--- config.mk ---
export PLATFORM = sky130hd
export DESIGN_NAME = dkong_dac_filter_flat
export DESIGN_NICKNAME = d
export VERILOG_FILES = /design/src/rtl/dkong_dac_filter_if.sv /design/src/rtl/dkong_dac_filter.sv /design/src/flat_wrapper.sv
export SDC_FILE = /design/constraint.sdc
export NUM_CORES = 1
export LEC_CHECK = 0
export CAP_MARGIN = 5
export CORE_MARGIN = 4
export CORE_UTILIZATION = 60
export DETAILED_ROUTE_END_ITERATION = 12
export HOLD_SLACK_MARGIN = 0.12
export PLACE_DENSITY = 0.91
export SKIP_LAST_GASP = 1
export SLEW_MARGIN = 10
export SYNTH_ARGS = -nofsm -noshare
export SYNTH_HDL_FRONTEND = slang
export SYNTH_SLANG_ARGS = --single-unit
--- constraint.sdc ---
create_clock -name I_CLK -period 4.9 [get_ports I_CLK]
set_input_delay 0.98 -clock I_CLK [delete_from_list [all_inputs] [get_ports I_CLK]]
set_output_delay 0.98 -clock I_CLK [all_outputs]
set_load 0.02 [all_outputs]
--- src/rtl/dkong_dac_filter_if.sv ---
// DAC filter sample bus: CPU-side DAC code and controls in, filtered sample strobe out.
// master = stimulus/CPU side, slave = dkong_dac_filter.
interface dkong_dac_filter_if;
  logic        [7:0]  I_DAC_DAT;
  logic               I_DECAY_EN;
  logic               I_MUTE;
  logic signed [15:0] O_SAMPLE;
  logic               O_VALID;

  modport master (
    output I_DAC_DAT, I_DECAY_EN, I_MUTE,
    input  O_SAMPLE, O_VALID
  );

  modport slave (
    input  I_DAC_DAT, I_DECAY_EN, I_MUTE,
    output O_SAMPLE, O_VALID
  );
endinterface

--- src/rtl/dkong_dac_filter.sv ---
// Donkey Kong 8035 DAC post-processing: decimate, apply decaying envelope, optional one-pole LPF.
// Define DKONG_DAC_LPF_EN to enable the low-pass stage; otherwise FILT passes X straight through.
module dkong_dac_filter #(
  parameter int DIV         = 500,
  parameter int DECAY_SHIFT = 9,
  parameter int LPF_SHIFT   = 3
) (
  input  logic                I_CLK,
  input  logic                I_RST,
  dkong_dac_filter_if.slave   bus
);

  typedef enum logic [1:0] {
    S_IDLE = 2'd0,
    S_MUL  = 2'd1,
    S_FILT = 2'd2,
    S_OUT  = 2'd3
  } state_t;

  localparam logic [15:0] CNT_LAST = 16'(DIV - 1);

  // One decay step; the decrement is at least 1 so the envelope always reaches 0 and stops there.
  function automatic logic [15:0] env_step(input logic [15:0] env);
    logic [15:0] dec;
    dec = env >> DECAY_SHIFT;
    dec = (dec == 16'd0) ? 16'd1 : dec;
    return (env > dec) ? (env - dec) : 16'd0;
  endfunction

  state_t             state_r, state_next_s;
  logic        [15:0] cnt_r;
  logic        [7:0]  dreg_r;
  logic        [15:0] env_r;
  logic signed [15:0] x_r, y_r, sample_r;
  logic               valid_r;
  logic               tick_s;
  logic signed [8:0]  dac_centered_s;
  logic signed [17:0] prod_s;
  logic signed [15:0] y_next_s;
`ifdef DKONG_DAC_LPF_EN
  logic signed [16:0] diff_s;
  logic signed [16:0] step_s;
`endif

  assign tick_s = (cnt_r == CNT_LAST);

  // Sample-rate divider.
  always_ff @(posedge I_CLK) begin
    if (!I_RST) begin
      cnt_r <= 16'd0;
    end else if (tick_s) begin
      cnt_r <= 16'd0;
    end else begin
      cnt_r <= cnt_r + 16'd1;
    end
  end

  // Sequencer state register.
  always_ff @(posedge I_CLK) begin
    if (!I_RST) begin
      state_r <= S_IDLE;
    end else begin
      state_r <= state_next_s;
    end
  end

  // Sequencer next state: one pass IDLE->MUL->FILT->OUT per tick.
  always_comb begin
    state_next_s = state_r;
    case (state_r)
      S_IDLE: begin
        if (tick_s) begin
          state_next_s = S_MUL;
        end else begin
          state_next_s = S_IDLE;
        end
      end
      S_MUL:   state_next_s = S_FILT;
      S_FILT:  state_next_s = S_OUT;
      S_OUT:   state_next_s = S_IDLE;
      default: state_next_s = S_IDLE;
    endcase
  end

  // Centred DAC code times envelope high byte, and the filter update.
  always_comb begin
    dac_centered_s = $signed({1'b0, dreg_r}) - 9'sd128;
    prod_s         = dac_centered_s * $signed({1'b0, env_r[15:8]});
`ifdef DKONG_DAC_LPF_EN
    diff_s   = {x_r[15], x_r} - {y_r[15], y_r};
    step_s   = diff_s >>> LPF_SHIFT;
    y_next_s = y_r + 16'(step_s);
`else
    y_next_s = x_r;
`endif
  end

  // Datapath registers; reset mid-sequence discards the sample in flight.
  always_ff @(posedge I_CLK) begin
    if (!I_RST) begin
      dreg_r   <= 8'h80;
      env_r    <= 16'hFFFF;
      x_r      <= 16'sd0;
      y_r      <= 16'sd0;
      sample_r <= 16'sd0;
      valid_r  <= 1'b0;
    end else begin
      valid_r <= 1'b0;
      if (tick_s) begin
        dreg_r <= bus.I_DAC_DAT;
        env_r  <= bus.I_DECAY_EN ? env_step(env_r) : 16'hFFFF;
      end
      case (state_r)
        S_MUL:  x_r <= bus.I_MUTE ? 16'sd0 : 16'(prod_s);
        S_FILT: y_r <= y_next_s;
        S_OUT: begin
          sample_r <= y_r;
          valid_r  <= 1'b1;
        end
        default: ;
      endcase
    end
  end

  assign bus.O_SAMPLE = sample_r;
  assign bus.O_VALID  = valid_r;

endmodule
--- src/flat_wrapper.sv ---
// flat-port wrapper written by rule: the top's interface ports become plain ports
module dkong_dac_filter_flat 
#(
  parameter int DIV         = 500,
  parameter int DECAY_SHIFT = 9,
  parameter int LPF_SHIFT   = 3
)
  (I_CLK, I_RST, bus_I_DAC_DAT, bus_I_DECAY_EN, bus_I_MUTE, bus_O_SAMPLE, bus_O_VALID);
  dkong_dac_filter_if bus_i ();
  input  logic I_CLK;
  input  logic I_RST;
  input wire logic [$bits(bus_i.I_DAC_DAT)-1:0] bus_I_DAC_DAT;
  input wire logic [$bits(bus_i.I_DECAY_EN)-1:0] bus_I_DECAY_EN;
  input wire logic [$bits(bus_i.I_MUTE)-1:0] bus_I_MUTE;
  output wire logic [$bits(bus_i.O_SAMPLE)-1:0] bus_O_SAMPLE;
  output wire logic [$bits(bus_i.O_VALID)-1:0] bus_O_VALID;
  assign bus_i.I_DAC_DAT = bus_I_DAC_DAT;
  assign bus_i.I_DECAY_EN = bus_I_DECAY_EN;
  assign bus_i.I_MUTE = bus_I_MUTE;
  assign bus_O_SAMPLE = bus_i.O_SAMPLE;
  assign bus_O_VALID = bus_i.O_VALID;
  dkong_dac_filter #(.DIV(DIV), .DECAY_SHIFT(DECAY_SHIFT), .LPF_SHIFT(LPF_SHIFT)) u_core (.I_CLK(I_CLK), .I_RST(I_RST), .bus(bus_i));
endmodule
==> qor.yml <==
status:
  status: "completed"
critical_path:
  startpoint_type: "register"
  critical-path-top-delay-family: "adder cells"
  criticalPathCategory: "register to register"
  end_kind: "register"
  cp_max_fo: 12
  required_ns: 5.20
  slowest_stage: "fa_1"
  path_buf_inv: 4
  slowest_delay_ns: 0.54
  path_cells: "and2_1 > fa_1 > inv_1 > fa_1 > inv_1 > fa_1 > inv_1 > fa_1 > inv_1 > ha_1 > o21ai_0 > a21oi_1 > o31ai_2 > a2111oi_1 > nor3_1 > o31ai_1"
  worstPathArrival_ns: 4.95
worst_hold_path:
  hp-class: "register to register"
finish:
  fin_nets: 842
  drive_above_1_share_pct: 4.74
  n_fill_cell: 815
  antennaDiodeCount: 0
  syn2layout_area_growth_pct: 7.79
clock_tree:
  cts.hold.buffers_added: 0
  clk_pin_slew_worst_paths_ns: 0.10
  cts.sinks: 91
  clk_path_buf_depth: 2
  clkLatencyLatePin_ns: 0.37
  cts_root_buffer: "clkbuf_8"
  htreeDepth: 3
  numCtsBuffers: 9
  tritoncts: "yes"
die:
  die-area_mm2: 0.0126
  core_mm2: 0.0105
  die_x_um: 112
  die_height_um: 112
  pin_count: 29
  start_util_pct: 62.4
  row_count: 37
logic_synthesis:
  synth_area_per_cell_um2: 9.07
  synth_cell_types: 55
  synth.ff_latch_count: 91
  ys_seq_area_share_pct: 27.9
  synthesis.area_mm2: 0.00652
  synth_warnings: 0
  synth_edf_count: 0
  async_reset_ff_share_pct: 0
  synthFlopType: "dfxtp_1"
  syn_inst: 719
  syn-num-nets: 828
timing:
  rsz0062_at_grt: "true"
  hold_violations: 0
  period_share_pct: 95.0
  setup_viol: 0
  holdWs_ns: 0.471
  max_freq_ghz: 0.215
  slew_violations: 0
  worstMarginPinSlew_ns: 1.01
  relSlewSlack_pct: 32.4
  setup-tns-final_ns: 0
  period_minus_slack_ns: 4.65
  fin_skew_ns: 0.00892
grt:
  grt-ovfl-total: 0
  grt_pass1_wl_mm: 23.1
  grt_use_met1_pct: 24.8
  grt_busiest_layer: "met2"
  grt_max_degree: 64
  grt_use_met3_pct: 4.15
  grt_util_all_layers_pct: 22.0
  grt_pass1_vias: 5132
  grtUsageMet2_pct: 40.7
  antenna_found_initial: 0
power_and_ir_drop:
  powerDensity_mw_per_mm2: 180
  irDropWorstVdd_mv: 0.205
  cellLeakagePower_nw: 2.98
drt:
  via_count: 4904
  ant_nets: 0
  drc: 0
  dr.pass1.iters: 7
  drtIter0Drc: 331
  postRouteWirelength_mm: 13.2
  wl_per_cell_um: 15.1
  vias_per_cell: 5.61
placement:
  io_buffer_count: 28
  gp_congestion: 0.903
  post-dp-hpwl_mm: 10.2
run:
  max_cap_violations: 0
[cells in the mapped netlist, drive strengths merged (2+ instances only)]
cell     number  area share (%)
inv          99             5.7
dfxtp        91              28
nor2         49             2.8
a21boi       10             1.2
and3          4            0.40
fa           53              16
nand3        13             1.0
clkbuf       22             1.7
or3           5            0.56
nor2b        44             4.2
xnor2        19             2.6
nor4          5            0.58
o21ai        17             1.3
xor2         11             1.5
ha           44             8.4
buf           5            0.61
a21oi        30             2.3
nand4         5            0.58
or4           3            0.46
and4          2            0.27
and2         41             3.9
o31ai         2            0.23
a32oi         2            0.27
a2bb2oi       5            0.67
mux2i        33             5.1
a2111oi       2            0.56
nand2b       10            0.96
o21a          6            0.69
a211oi        7            0.81
or2           2            0.19
nand2        49             2.9
nor3          6            0.54
a21o          8            0.94
a22oi         7            0.81
[final timing paths]
check / from / end / slack [ns] / cells past startpoint
hold reg to reg: u_core.x_r[14] / u_core.x_r[14] / 0.47 / 2
setup reg to reg: u_core.env_r[13] / u_core.x_r[14] / 0.25 / 16
setup / recovery: u_core.env_r[13] / u_core.x_r[14] / 0.25 / 16
hold / removal: u_core.x_r[14] / u_core.x_r[14] / 0.47 / 2
[metal layers]
layer	up-vias	part of all wire, %
li1	2366	-
met1	2372	41
met2	130	53
met3	36	4.1
met4	0	2.3
met5	-	0
[cell families after synthesis]
| family | after synthesis | synth area share, % |
|---|---|---|
| fa+ha+maj | 97 | 24.7 |
| mux | 33 | 5.06 |
| xor+xnor | 30 | 4.03 |
| buf+inv | 126 | 8.04 |
| flops | 91 | 27.9 |
| simple gates | 240 | 19.7 |
| compound gates | 102 | 10.5 |
[tightest hold or removal path, delay by kind of cell (launching register included)]
| kind | cells | cell delay (ns) |
|---|---|---|
| AND/OR/NAND/NOR | 1 | 0.05 |
| AO/OA/AOI/OAI | 1 | 0.05 |
| flip-flops | 1 | 0.33 |
[cell type report]
type	instances	area, µm²	share of cell area, %
multi-input cells	502	4180	59.5
flip-flops and latches	91	1820	25.9
inverters	99	372	5.28
repair buffers	30	295	4.20
well taps	136	170	2.42
clock buffers	10	138	1.96
clock inverters	6	48.8	0.694
[registers in the layout, summed over array words and instances (netlist names)]
name and count:
u_core.state_r 2, u_core.dreg_r 8, u_core.x_r 16, u_core.bus.O_VALID 1, u_core.bus.O_SAMPLE 16, u_core.env_r 16
u_core.y_r 16, u_core.cnt_r 16
[cells in the final DEF (no fill, tap or decap), types with 3 or more instances in the layout]
master,netlist,layout
xor2_1,11,11
ha_1,44,44
and2_1,41,41
xnor2_1,19,19
a211oi_1,7,7
nor4_1,4,4
a21oi_1,30,30
or3_1,4,4
and3_1,3,3
nor3_1,5,5
a21o_1,7,7
nor2b_1,44,44
fa_1,53,53
o21ai_0,17,17
nand2b_1,10,10
a22oi_1,7,7
nand2_1,48,48
nor2_1,49,49
nand4_1,4,4
nand3_1,13,13
dfxtp_1,91,89
mux2i_1,33,33
a21boi_0,10,10
a2bb2oi_1,5,5
clkbuf_8,3,10
inv_1,98,98
o21a_1,6,6
clkdlybuf4s50_1,0,28
[report_power, final]
part,internal [mW],switching (mW)
registers,0.741,0.00214
logic,0.0171,0.0150
clock network,0.203,0.284
total,0.961,0.301
[per-stage QoR]
| step | setup slack [ns] | instances | power (mW) | util, % | area, µm² |
|---|---|---|---|---|---|
| finish | 0.246 | 874 | 1.26 | 67.2 | 7030 |
| floorplan | 0.398 | 719 | 0.780 | - | 6520 |
| global route | -0.0398 | 874 | 1.31 | 67.2 | 7030 |
| global placement | 0.429 | 858 | 0.791 | 65.3 | 6840 |
| CTS | 0.173 | 874 | 1.27 | 67.1 | 7020 |
| detailed placement | 0.194 | 858 | 0.792 | 65.3 | 6840 |
[what timing repair did]
action	4_1_cts	5_1_grt
setup buffers	0	0
endpoints found under the setup margin	0	2
gates resized for setup	0	4
Power figures use the tool's default switching activity.
